--- src/rtl/sr_counter_pkg.sv ---
// Shared definitions for the SR-cell mode counter: mode codes and the
// encoding helpers used by the counter's next-state and output logic.
package sr_counter_pkg;

    localparam logic [1:0] MODE_BIN_UP  = 2'b00;
    localparam logic [1:0] MODE_BIN_DN  = 2'b01;
    localparam logic [1:0] MODE_GRAY    = 2'b10;
    localparam logic [1:0] MODE_JOHNSON = 2'b11;

    // Binary to reflected Gray code; callers truncate to their own width.
    function automatic logic [15:0] bin2gray(input logic [15:0] b);
        return b ^ (b >> 1);
    endfunction

    // A w-bit Johnson code is legal when it is a run of ones at the bottom
    // (0..01..1) or a run of ones at the top (1..10..0), all-0/all-1 included.
    // The 17-bit working width keeps the +1 from overflowing at w == 16.
    function automatic logic johnson_legal(input logic [15:0] v, input int w);
        logic [16:0] mask;
        logic [16:0] lo;
        logic [16:0] hi;
        mask = (17'd1 << w) - 17'd1;
        lo   = {1'b0, v} & mask;
        hi   = ~{1'b0, v} & mask;
        return (((lo & (lo + 17'd1)) & mask) == 17'd0) ||
               (((hi & (hi + 17'd1)) & mask) == 17'd0);
    endfunction

endpackage

--- src/rtl/sr_mode_counter_if.sv ---
// Control and status bundle of one counter stage. The master side drives the
// controls and observes the count; the counter itself takes the slave side.
interface sr_mode_counter_if #(parameter int WIDTH = 4) ();

    logic             i_en;
    logic             i_clr;
    logic             i_load;
    logic [WIDTH-1:0] i_load_val;
    logic [1:0]       i_mode;
    logic [WIDTH-1:0] o_q;
    logic [WIDTH-1:0] o_q_n;
    logic             o_tc;
    logic             o_wrap;

    modport master (
        output i_en, i_clr, i_load, i_load_val, i_mode,
        input  o_q, o_q_n, o_tc, o_wrap
    );

    modport slave (
        input  i_en, i_clr, i_load, i_load_val, i_mode,
        output o_q, o_q_n, o_tc, o_wrap
    );

endinterface

--- src/rtl/srff_cell.sv ---
// Single-bit SR storage cell with asynchronous active-low clear to 0.
// The driver guarantees set and reset are never asserted together; if they
// were, the cell simply holds.
module srff_cell (
    input  logic i_clk,
    input  logic i_rst_n,
    input  logic i_s,
    input  logic i_r,
    output logic o_q,
    output logic o_q_n
);

    logic r_q;

    // Set forces 1, reset forces 0, neither (or both) holds the stored bit.
    always_ff @(posedge i_clk or negedge i_rst_n) begin
        if (!i_rst_n) begin
            r_q <= 1'b0;
        end else if (i_s && !i_r) begin
            r_q <= 1'b1;
        end else if (i_r && !i_s) begin
            r_q <= 1'b0;
        end
    end

    assign o_q   = r_q;
    assign o_q_n = ~r_q;

endmodule

--- src/rtl/sr_mode_counter.sv ---
// Mode-selectable counter (binary up/down with modulus, Gray, Johnson) whose
// state lives in one SR cell per bit. The top computes the desired next count
// and converts it into set/reset pulses for each cell.
module sr_mode_counter
    import sr_counter_pkg::*;
#(
    parameter int WIDTH   = 4,
    parameter int MODULUS = 16
) (
    input  logic               i_clk,
    input  logic               i_rst_n,
    sr_mode_counter_if.slave   bus
);

    localparam logic [WIDTH-1:0] MAX_VAL   = WIDTH'(MODULUS - 1);
    localparam logic [WIDTH-1:0] ALL_ONES  = '1;
    localparam logic [WIDTH-1:0] JOHN_TERM = {1'b1, {(WIDTH-1){1'b0}}};

    logic [WIDTH-1:0] w_cnt;
    logic [WIDTH-1:0] w_cnt_n;
    logic [WIDTH-1:0] w_nxt;
    logic [WIDTH-1:0] w_set;
    logic [WIDTH-1:0] w_rst;
    logic [WIDTH-1:0] w_q;
    logic             w_wrap_nxt;
    logic             w_term;
    logic             r_wrap;

    for (genvar gi = 0; gi < WIDTH; gi++) begin : g_bit
        srff_cell u_cell (
            .i_clk   (i_clk),
            .i_rst_n (i_rst_n),
            .i_s     (w_set[gi]),
            .i_r     (w_rst[gi]),
            .o_q     (w_cnt[gi]),
            .o_q_n   (w_cnt_n[gi])
        );
    end

    // Only bits that must change get a pulse, so S and R are mutually exclusive.
    assign w_set = w_nxt & w_cnt_n;
    assign w_rst = ~w_nxt & w_cnt;

    // Next count with priority clear > load > count enable; wrap only from counting.
    always_comb begin
        w_nxt      = w_cnt;
        w_wrap_nxt = 1'b0;
        if (bus.i_clr) begin
            w_nxt = '0;
        end else if (bus.i_load) begin
            if (bus.i_mode == MODE_JOHNSON || bus.i_mode == MODE_GRAY) begin
                w_nxt = bus.i_load_val;
            end else if (bus.i_load_val > MAX_VAL) begin
                w_nxt = MAX_VAL;
            end else begin
                w_nxt = bus.i_load_val;
            end
        end else if (bus.i_en) begin
            case (bus.i_mode)
                MODE_BIN_UP: begin
                    if (w_cnt >= MAX_VAL) begin
                        w_nxt      = '0;
                        w_wrap_nxt = 1'b1;
                    end else begin
                        w_nxt = w_cnt + 1'b1;
                    end
                end
                MODE_BIN_DN: begin
                    if (w_cnt == '0) begin
                        w_nxt      = MAX_VAL;
                        w_wrap_nxt = 1'b1;
                    end else begin
                        w_nxt = w_cnt - 1'b1;
                    end
                end
                MODE_GRAY: begin
                    w_nxt      = w_cnt + 1'b1;
                    w_wrap_nxt = (w_cnt == ALL_ONES);
                end
                default: begin
                    if (!johnson_legal(16'(w_cnt), WIDTH)) begin
                        w_nxt = '0;
                    end else begin
                        w_nxt      = {w_cnt[WIDTH-2:0], ~w_cnt[WIDTH-1]};
                        w_wrap_nxt = (w_cnt == JOHN_TERM);
                    end
                end
            endcase
        end
    end

    // Terminal-state detect for the cascade carry, selected by the current mode.
    always_comb begin
        w_term = 1'b0;
        case (bus.i_mode)
            MODE_BIN_UP: w_term = (w_cnt == MAX_VAL);
            MODE_BIN_DN: w_term = (w_cnt == '0);
            MODE_GRAY:   w_term = (w_cnt == ALL_ONES);
            default:     w_term = (w_cnt == JOHN_TERM);
        endcase
    end

    // One-cycle wrap pulse registered from the counting edge.
    always_ff @(posedge i_clk or negedge i_rst_n) begin
        if (!i_rst_n) begin
            r_wrap <= 1'b0;
        end else begin
            r_wrap <= w_wrap_nxt;
        end
    end

    assign w_q       = (bus.i_mode == MODE_GRAY) ? WIDTH'(bin2gray(16'(w_cnt))) : w_cnt;
    assign bus.o_q    = w_q;
    assign bus.o_q_n  = ~w_q;
    assign bus.o_tc   = bus.i_en & i_rst_n & w_term;
    assign bus.o_wrap = r_wrap;

endmodule

--- src/flat_wrapper.sv ---
// flat-port wrapper written by rule: the top's interface ports become plain ports
module sr_mode_counter_flat import sr_counter_pkg::*;
#(
    parameter int WIDTH   = 4,
    parameter int MODULUS = 16
)
  (i_clk, i_rst_n, bus_i_en, bus_i_clr, bus_i_load, bus_i_load_val, bus_i_mode, bus_o_q, bus_o_q_n, bus_o_tc, bus_o_wrap);
  sr_mode_counter_if #(.WIDTH(WIDTH)) bus_i ();
  input  logic i_clk;
  input  logic i_rst_n;
  input wire logic [$bits(bus_i.i_en)-1:0] bus_i_en;
  input wire logic [$bits(bus_i.i_clr)-1:0] bus_i_clr;
  input wire logic [$bits(bus_i.i_load)-1:0] bus_i_load;
  input wire logic [$bits(bus_i.i_load_val)-1:0] bus_i_load_val;
  input wire logic [$bits(bus_i.i_mode)-1:0] bus_i_mode;
  output wire logic [$bits(bus_i.o_q)-1:0] bus_o_q;
  output wire logic [$bits(bus_i.o_q_n)-1:0] bus_o_q_n;
  output wire logic [$bits(bus_i.o_tc)-1:0] bus_o_tc;
  output wire logic [$bits(bus_i.o_wrap)-1:0] bus_o_wrap;
  assign bus_i.i_en = bus_i_en;
  assign bus_i.i_clr = bus_i_clr;
  assign bus_i.i_load = bus_i_load;
  assign bus_i.i_load_val = bus_i_load_val;
  assign bus_i.i_mode = bus_i_mode;
  assign bus_o_q = bus_i.o_q;
  assign bus_o_q_n = bus_i.o_q_n;
  assign bus_o_tc = bus_i.o_tc;
  assign bus_o_wrap = bus_i.o_wrap;
  sr_mode_counter #(.WIDTH(WIDTH), .MODULUS(MODULUS)) u_core (.i_clk(i_clk), .i_rst_n(i_rst_n), .bus(bus_i));
endmodule
--- config.mk ---
export PLATFORM = sky130hd
export DESIGN_NAME = sr_mode_counter_flat
export DESIGN_NICKNAME = d
export VERILOG_FILES = /design/src/rtl/sr_counter_pkg.sv /design/src/rtl/sr_mode_counter_if.sv /design/src/rtl/srff_cell.sv /design/src/rtl/sr_mode_counter.sv /design/src/flat_wrapper.sv
export SDC_FILE = /design/constraint.sdc
export NUM_CORES = 1
export LEC_CHECK = 0
export ABC_AREA = 1
export BUFFER_PORTS_ARGS = -buffer_cell sky130_fd_sc_hd__buf_2
export CAP_MARGIN = 20
export CORE_UTILIZATION = 53
export DETAILED_ROUTE_END_ITERATION = 10
export HOLD_SLACK_MARGIN = 0.06
export PLACE_DENSITY = 0.79
export SETUP_SLACK_MARGIN = 0.2
export SYNTH_ARGS = -nofsm -noshare
export SYNTH_HDL_FRONTEND = slang
export SYNTH_HIERARCHICAL = 1
export SYNTH_SLANG_ARGS = --single-unit
--- constraint.sdc ---
create_clock -name i_clk -period 2.6 [get_ports i_clk]
set_clock_uncertainty 0.15 [all_clocks]
set_input_delay 0.39 -clock i_clk [delete_from_list [all_inputs] [get_ports i_clk]]
set_output_delay 0.39 -clock i_clk [all_outputs]
set_load 0.05 [all_outputs]
==> key figures, run 1 <==
Floorplanning
  – # IOs: 21
  – Core Region: 1560 µm²
  – Die ar.: 1890 µm²
  – Initial core utilization: 0.583
  – Row cnt: 14
  – Die Y: 43.4 µm
  – Die X: 43.4 µm

Cells and area
  – Multi-input combinational cell area: 658 µm²
  – Area grow syn2layout: 25.6%
  – Diodes inserted: 0
  – Filler instances: 137
  – Most common cell after layout, fill and taps aside: nand2_1
  – FF/Latch Area: 130 µm²
  – Post-route design area: 1140 µm²
  – Nets@finish: 211
  – Commonest non-fill, non-tap cells in the layout: 43 x nand2_1, 32 x inv_1, 19 x buf_2
  – Finished Layout Cells: 198
  – Share of layout cells above drive strength 1: 0.280

Worst setup path
  – Data arrival, critical path: 2.30 ns
  – Critical path's top delay family: simple AND/OR/NAND/NOR gates
  – CP Class: reg -> reg
  – Crit path required time: 2.58 ns
  – Peak fanout along the critical path: 8
  – Critical-path cell list: inv_2 > ha_2 > nor2_1 > nor2_1 > nand2_1 > nand2_1 > nand2_1 > nand2_1 > nand2_1 > nand2_1 > nand2_1 > nand2_2 > nand2_1 > nor2_2 > ha_1 > nand2_1 > nand2_1
  – CP startpoint kind: register
  – CP most frequent cell: nand2_1
  – Crit path max-delay cell type: dfrtp_2
  – Crit end category: register
  – Buffers & Inverters on Critical Path: 1
  – Max stage delay on crit path: 0.45 ns

Route
  – DR vias/cell: 5.37
  – DRT Wirelength: 2.37 mm
  – Drt first pass iters: 7
  – Routed wire per std cell: 12.0 µm
  – Iter 0 DRT Violations: 53
  – Routed Antenna Nets: 0
  – Total number of vias: 1,063
  – Residual DRC count: 6

STA
  – Slew margin rel.: 0.834
  – RSZ-0062 raised after global routing: yes
  – Fin. Hold Viols: 0
  – Worst slew pin tran: 0.251 ns
  – Setup-failing EPs final: 0
  – Fin crit share: 0.893
  – Setup TNS: 0 ns
  – Minimum clock period: 2.32 ns
  – Achievable Freq: 0.431 GHz
  – Final WS setup: 0.279 ns
  – Max-slew violations: 0

Global routing
  – Number of global-route vias before repair: 876
  – Aggregate global routing overflow: 0
  – Largest net degree at the start of global routing: 10
  – Tot GR Track Use: 0.259
  – First-pass GRT wire length: 3.66 mm
  – Initial antenna violation count: 0

Run status
  – Failing checks: DRC
  – Outcome: finished, violations left

Logic synthesis
  – Synth cell types: 22
  – Ys Warns: 6
  – Mapped Nets: 180
  – Seq/Total Area, Yosys: 0.138
  – Mapped cell area: 910 µm²
  – Synthesized area per cell: 5.98 µm²
  – Post-Syn Instances: 152
  – #FFs+latches synth: 5

Power and ir drop
  – Power Internal: 0.467 mW
  – Sequential share of power: 0.147
  – Net Sw Frac: 0.596
  – Worst vdd ir: 1.04 mV
  – Clock power frac: 0.083
  – NetSw: 0.687 mW
  – Pwr dens: 1010 nW/µm²
  – Pwr Total: 1.15 mW
  – Combinational power share: 0.770
  – Leak: 0.694 nW

Clock network
  – TritonCTS Buffers: 3
  – Clock Sinks: 5
  – Clk root buf: clkbuf_4
  – Clk_lat worst skew: 0.25 ns
  – CTS tree: yes
  – Max Buffers Root-to-Sink: 2
  – Clock-pin slew on the worst setup and hold paths: 0.05 ns
  – H-tree Lvls: 1

Placed design
  – Placed Cells: 187
  – Dpl cell area: 1030 µm²
  – Detail Placement HPWL: 1.79 mm
  – Port Buffers: 20
  – Dpl ws: 0.144 ns
  – GP Congestion: 0.923

Hold path
  – Tightest Hold Check Type: in -> reg

Flow run
  – Maxcap violations: 0
-- metal layers --
metal	global-route usage	share of wire
met4	0.0688	0
met5	0	0
met3	0.0500	0.064
met1	0.301	0.41
met2	0.482	0.53
-- worst paths after layout --
| kind | from | end | slack (ns) | cells past startpoint |
|---|---|---|---|---|
| max | u_core/g_bit[0].u_cell/o_q | u_core/g_bit[0].u_cell/o_q | 0.28 | 17 |
| min | bus_i_clr | u_core/bus.o_wrap | 0.34 | 4 |
| max reg2reg | u_core/g_bit[0].u_cell/o_q | u_core/g_bit[0].u_cell/o_q | 0.28 | 17 |
| min reg2reg | u_core/g_bit[0].u_cell/o_q | u_core/g_bit[0].u_cell/o_q | 0.46 | 2 |
| max in group asynchronous | i_rst_n | u_core/g_bit[0].u_cell/o_q | 1.78 | 2 |
| min in group asynchronous | i_rst_n | u_core/g_bit[2].u_cell/o_q | 0.35 | 2 |
-- Yosys cell counts --
master	n	area, µm²
and3_1	3	18.8
nand2_1	44	165
nor3_1	1	5.00
o21a_1	1	7.51
dfrtp_1	5	125
o21ai_2	1	8.76
o21ai_1	3	15.0
nand2_2	3	18.8
ha_1	17	213
nand2_4	1	11.3
inv_2	3	11.3
buf_2	1	5.00
o221ai_1	1	8.76
a21oi_1	13	65.1
nand4_1	1	6.26
o21ai_0	3	15.0
nand3_1	6	30.0
nor2_2	1	6.26
inv_1	34	128
a21oi_2	1	8.76
buf_4	1	7.51
nor2_1	8	30.0
-- logic make-up (layout without fill, tap and decap cells) --
group,count (synthesis),after routing,share of synthesized area
DFF,5,5,0.138
and+or+nand+nor,68,68,0.321
AOI/OAI and AO/OA,23,23,0.142
buffers and inverters,39,69,0.166
adders and majority gates,17,17,0.234
-- what timing repair did --
action / CTS / global route
cloned: 0 / 0
pin swaps: 0 / 0
setup buffers: 0 / 6
hold endpoints to repair: 5 / 0
hold buffers: 1 / 0
endpoints found under the setup margin: 5 / 5
gates resized for setup: 3 / 9
-- registers in the layout, summed over array words and instances (netlist names) --
register                 flops
u_core/bus.o_wrap            1
u_core/g_bit.u_cell/o_q      4
-- worst min-delay path, delay by kind of cell --
family | cells | cell delay (ns)
buf+inv | 1 | 0.13
simple gates | 3 | 0.17
-- power by group through the flow --
stage / Combinational (mW) / Sequential [mW] / Clock (mW)
4_1_cts: 0.811 / 0.161 / 0.0975
2_1_floorplan: 0.626 / 0.151 / 0
3_5_place_dp: 0.802 / 0.159 / 0
3_3_place_gp: 0.782 / 0.158 / 0
5_1_grt: 0.980 / 0.174 / 0.0996
6_report: 0.888 / 0.170 / 0.0956
-- through the flow --
stage / util / hold WS, ns
floorplan: - / -0.0556
global placement: 0.662 / 0.0733
detailed placement: 0.662 / 0.0743
CTS: 0.688 / 0.327
global route: 0.733 / 0.361
finish: 0.733 / 0.340
-- layout make-up --
cell class                 instances  area share
clock buffer                       4      0.0230
sequential                         5       0.114
multi-input combinational        108       0.576
tap                               16      0.0175
timing repair buffer              28       0.148
inverter                          37       0.122
(Power assumes the default switching activity.)
==> run 2, diff against run 1 <==
Settings changed: REMOVE_ABC_BUFFERS from default to 1.
==> key figures, run 2 (synthesis gave the netlist of run 1 again) <==
Run status
  – Outcome: finished, violations left
  – Failing checks: DRC

Global routing
  – Aggregate global routing overflow: 0
  – Number of global-route vias before repair: 875
  – First-pass GRT wire length: 3.59 mm
  – Tot GR Track Use: 0.255
  – Largest net degree at the start of global routing: 10
  – Initial antenna violation count: 0

Worst setup path
  – Data arrival, critical path: 2.29 ns
  – Peak fanout along the critical path: 7
  – Crit path max-delay cell type: dfrtp_2
  – CP most frequent cell: nand2_1
  – CP startpoint kind: register
  – Critical-path cell list: inv_2 > ha_1 > nand2_1 > o21ai_1 > inv_1 > nand3_1 > o21ai_1 > o21ai_2 > and3_1 > ha_1 > nand2_1 > nand2_1
  – Crit end category: register
  – CP Class: reg -> reg
  – Max stage delay on crit path: 0.44 ns
  – Crit path required time: 2.59 ns

STA
  – RSZ-0062 raised after global routing: no
  – Setup-failing EPs final: 0
  – Fin. Hold Viols: 0
  – Final WS setup: 0.297 ns
  – Fin crit share: 0.886
  – Minimum clock period: 2.30 ns
  – Achievable Freq: 0.434 GHz
  – Setup TNS: 0 ns
  – Worst slew pin tran: 0.253 ns
  – Slew margin rel.: 0.832
  – Max-slew violations: 0

Floorplanning
  – Die Y: 43.4 µm
  – # IOs: 21
  – Die X: 43.4 µm
  – Row cnt: 14
  – Core Region: 1560 µm²
  – Initial core utilization: 0.583
  – Die ar.: 1890 µm²

Cells and area
  – Layout Utilization: 0.709
  – Area grow syn2layout: 21.6%
  – Share of layout cells above drive strength 1: 0.256
  – Commonest non-fill, non-tap cells in the layout: 43 x nand2_1, 32 x inv_1, 19 x buf_2
  – Largest register FFs: 4
  – Nets@finish: 209
  – Most common cell after layout, fill and taps aside: nand2_1
  – Diodes inserted: 0

Clock network
  – Clock Sinks: 5
  – CTS tree: yes
  – H-tree Lvls: 1
  – Max Buffers Root-to-Sink: 2
  – Clock-pin slew on the worst setup and hold paths: 0.04 ns
  – Clk_lat worst skew: 0.25 ns
  – Clk root buf: clkbuf_4
  – TritonCTS Buffers: 3

Power and ir drop
  – Pwr dens: 995 nW/µm²
  – Leak: 0.683 nW
  – Worst vdd ir: 1.02 mV

Route
  – DR vias/cell: 5.12
  – Max layer used: met4
  – WL met1: 959 µm
  – DRT Wirelength: 2.32 mm
  – Residual DRC count: 6
  – DR WL met3: 166 µm
  – Total number of vias: 1,004
  – Drt first pass iters: 8
  – Routed Antenna Nets: 0
  – Iter 0 DRT Violations: 39
  – Met2 Wirelength: 1.16 mm
  – Routed wire per std cell: 11.8 µm

Placed design
  – GP Congestion: 0.901
  – Port Buffers: 20
  – Detail Placement HPWL: 1.78 mm
  – Dpl ws: 0.143 ns

Hold path
  – Tightest Hold Check Type: in -> reg

Flow run
  – Maxcap violations: 0
[run 2: cell count changes in the layout (fill, tap and decap cells not counted), sizes merged]
cell / previous run / this run
buf: 27 / 24
clkbuf: 4 / 5
[run 2: worst paths after layout]
check	from	to	slack (ns)	cells past startpoint
max in group asynchronous	i_rst_n	u_core/g_bit[0].u_cell/o_q	1.77	2
worst min-delay path	bus_i_clr	u_core/bus.o_wrap	0.33	4
worst max register to register	u_core/g_bit[0].u_cell/o_q	u_core/g_bit[2].u_cell/o_q	0.30	12
min in group asynchronous	i_rst_n	u_core/bus.o_wrap	0.37	2
worst min register to register	u_core/g_bit[2].u_cell/o_q	u_core/g_bit[2].u_cell/o_q	0.43	2
worst max-delay path	u_core/g_bit[0].u_cell/o_q	u_core/g_bit[2].u_cell/o_q	0.30	12
[run 2: layout make-up]
cell class | count | area, µm²
Clock buffer | 4 | 26.3
Tap cell | 16 | 20.0
Sequential cell | 5 | 130
Inverter | 37 | 139
Timing Repair Buffer | 26 | 151
Multi-Input combinational cell | 108 | 639
Fill cell | 147 | 453
[run 2: through the flow]
stage | power (mW) | hold slack, ns | instance area (µm²) | cells
after floorplan | 0.752 | -0.0556 | 897 | 150
after global placement | 0.925 | 0.0725 | 1020 | 187
after detailed placement | 0.939 | 0.0735 | 1020 | 187
after CTS | 1.04 | 0.320 | 1060 | 192
after global routing | 1.20 | 0.334 | 1110 | 196
final | 1.10 | 0.334 | 1110 | 196
[run 2: critical path, delay by kind of cell, from the launching register on]
kind                     cells  cell delay, ns
flip-flops                   1            0.44
AO/OA/AOI/OAI                3            0.38
buffers and inverters        2            0.24
adder cells (fa/ha/maj)      2            0.47
AND/OR/NAND/NOR              5            0.52
[run 2: power breakdown]
group	leakage (nW)	switching (mW)	internal, mW
Clock	0.0150	0.0352	0.0582
Combinational	0.606	0.574	0.274
Sequential	0.0612	0.0525	0.107
[run 2: layer usage]
layer / track usage / vias up
met3: 0.0917 / 4
li1: - / 528
met1: 0.281 / 436
met2: 0.467 / 36
met4: 0.0563 / 0
met5: 0 / -
[run 2: repair_timing]
item | 4_1_cts | 5_1_grt
gates resized for setup | 2 | 8
setup endpoints to repair | 2 | 7
gates cloned | 0 | 0
hold buffers | 1 | 0
buffers inserted | 0 | 4
endpoints found under the hold margin | 5 | 0
==> run 3, diff against run 2 <==
Settings changed: GPL_TIMING_DRIVEN from default to 0.
==> key figures, run 3 (synthesis gave the netlist of run 1 again) <==
Floorplanning
  – Core Region: 1560 µm²
  – # IOs: 21
  – Die Y: 43.4 µm
  – Die X: 43.4 µm
  – Initial core utilization: 0.583
  – Die ar.: 1890 µm²
  – Row cnt: 14

Power and ir drop
  – Leak: 0.704 nW
  – Worst vdd ir: 0.870 mV
  – Pwr dens: 1000 nW/µm²

STA
  – Fin crit share: 0.887
  – Max-slew violations: 0
  – Achievable Freq: 0.434 GHz
  – RSZ-0062 raised after global routing: no
  – Fin. Hold Viols: 0
  – Setup-failing EPs final: 0
  – Worst slew pin tran: 0.249 ns
  – Slew margin rel.: 0.835
  – Minimum clock period: 2.31 ns
  – Fin Hold WS: 0.332 ns

Clock network
  – CTS tree: yes
  – Clock-pin slew on the worst setup and hold paths: 0.04 ns
  – Clk_lat worst skew: 0.24 ns
  – Max Buffers Root-to-Sink: 2
  – Clk root buf: clkbuf_4
  – H-tree Lvls: 1
  – Clock Sinks: 5
  – TritonCTS Buffers: 3

Worst setup path
  – R2R Path End: u_core/g_bit[2].u_cell/o_q
  – Crit path required time: 2.62 ns
  – R2R depth: 13
  – CP startpoint kind: register
  – Data arrival, critical path: 2.33 ns
  – CP startpoint: u_core/g_bit[1].u_cell/o_q
  – Crit end category: register
  – CP Class: reg -> reg
  – R2R Setup Slk: 0.29 ns
  – CP Capture Point: u_core/g_bit[2].u_cell/o_q
  – Peak fanout along the critical path: 6
  – R2R Path Start: u_core/g_bit[1].u_cell/o_q

Route
  – DRT Wirelength: 2.28 mm
  – Residual DRC count: 6
  – Iter 0 DRT Violations: 44
  – Routed Antenna Nets: 0
  – Drt first pass iters: 7
  – Routed wire per std cell: 11.4 µm
  – DR vias/cell: 5.18
  – Total number of vias: 1,041

Global routing
  – Number of global-route vias before repair: 833
  – First-pass GRT wire length: 3.36 mm
  – Initial antenna violation count: 0
  – Largest net degree at the start of global routing: 12
  – Aggregate global routing overflow: 0
  – Tot GR Track Use: 0.236

Placed design
  – Port Buffers: 20
  – Placed Cells: 186
  – GP Congestion: 0.889
  – Detail Placement HPWL: 1.71 mm

Run status
  – Outcome: finished, violations left
  – Failing checks: DRC

Cells and area
  – Nets@finish: 214
  – FF/Latch Area: 130 µm²
  – Share of layout cells above drive strength 1: 0.276
  – Multi-input combinational cell area: 651 µm²
  – Layout Utilization: 0.742
  – Area grow syn2layout: 27.1%
  – Filler instances: 140
  – Commonest non-fill, non-tap cells in the layout: 44 x nand2_1, 33 x inv_1, 19 x buf_2
  – Finished Layout Cells: 201
  – Largest register FFs: 4
  – Diodes inserted: 0
  – Most common cell after layout, fill and taps aside: nand2_1

Flow run
  – Maxcap violations: 0

Hold path
  – Tightest Hold Check Type: in -> reg
run 3: cell count changes in the layout (fill, tap and decap cells not counted), moves of 2 or more:
cell	previous run	this run
buf_4	4	11
ha_1	17	14
ha_2	0	2
inv_2	5	3
run 3: layer usage:
metal | up-vias | wire [µm] | global-route usage
met5 | - | 0 | 0
met4 | 0 | 19 | 0.0188
met3 | 2 | 125 | 0.0625
met2 | 38 | 1150 | 0.415
met1 | 470 | 994 | 0.299
li1 | 531 | - | -
run 3: layout make-up:
class                           instances  area share
Timing Repair Buffer                   31       0.162
Tap cell                               16      0.0173
Inverter                               37       0.122
Sequential cell                         5       0.113
Multi-Input combinational cell        108       0.563
Clock buffer                            4      0.0227
run 3: critical path, cell delays in order (launching register included):
cell	delay (ns)
dfrtp_2	0.46
ha_2	0.22
inv_1	0.04
ha_1	0.17
nor2_1	0.10
nand2_1	0.09
nand3_1	0.13
nand2_1	0.10
o21ai_2	0.16
and3_1	0.18
ha_1	0.24
inv_1	0.08
nand2_1	0.05
nand2_1	0.06
run 3: what timing repair did:
| action | 4_1_cts | 5_1_grt |
|---|---|---|
| gates resized for setup | 4 | 7 |
| buffers inserted | 0 | 10 |
| hold buffers | 1 | 0 |
| gates cloned | 0 | 0 |
| endpoints found under the hold margin | 5 | 0 |
| setup endpoints to repair | 5 | 9 |
run 3: worst min path at each step:
| stage | cells past startpoint | slack [ns] | endpoint | start |
|---|---|---|---|---|
| 2_1_floorplan | 0 | -0.06 | u_core/bus.o_wrap | i_rst_n |
| 3_3_place_gp | 1 | 0.06 | u_core/g_bit[2].u_cell/o_q | i_rst_n |
| 3_5_place_dp | 1 | 0.06 | u_core/g_bit[3].u_cell/o_q | i_rst_n |
| 4_1_cts | 4 | 0.32 | u_core/bus.o_wrap | bus_i_clr |
| 5_1_grt | 4 | 0.34 | u_core/bus.o_wrap | bus_i_clr |
| 6_report | 4 | 0.33 | u_core/bus.o_wrap | bus_i_clr |
run 3: through the flow:
step	total power [mW]	worst slack [ns]	cell area, µm²	setup TNS [ns]
3_5_place_dp	0.938	0.171	1020	0
4_1_cts	1.04	0.254	1060	0
3_3_place_gp	0.903	0.221	1020	0
5_1_grt	1.27	0.175	1160	0
2_1_floorplan	0.752	-1.09	897	-2.21
6_report	1.16	0.295	1160	0
run 3: power breakdown:
group,total [mW],leakage [nW],internal (mW),switching (mW)
sequential,0.170,0.0612,0.107,0.0630
clock,0.0889,0.0150,0.0580,0.0310
combinational,0.899,0.628,0.316,0.584
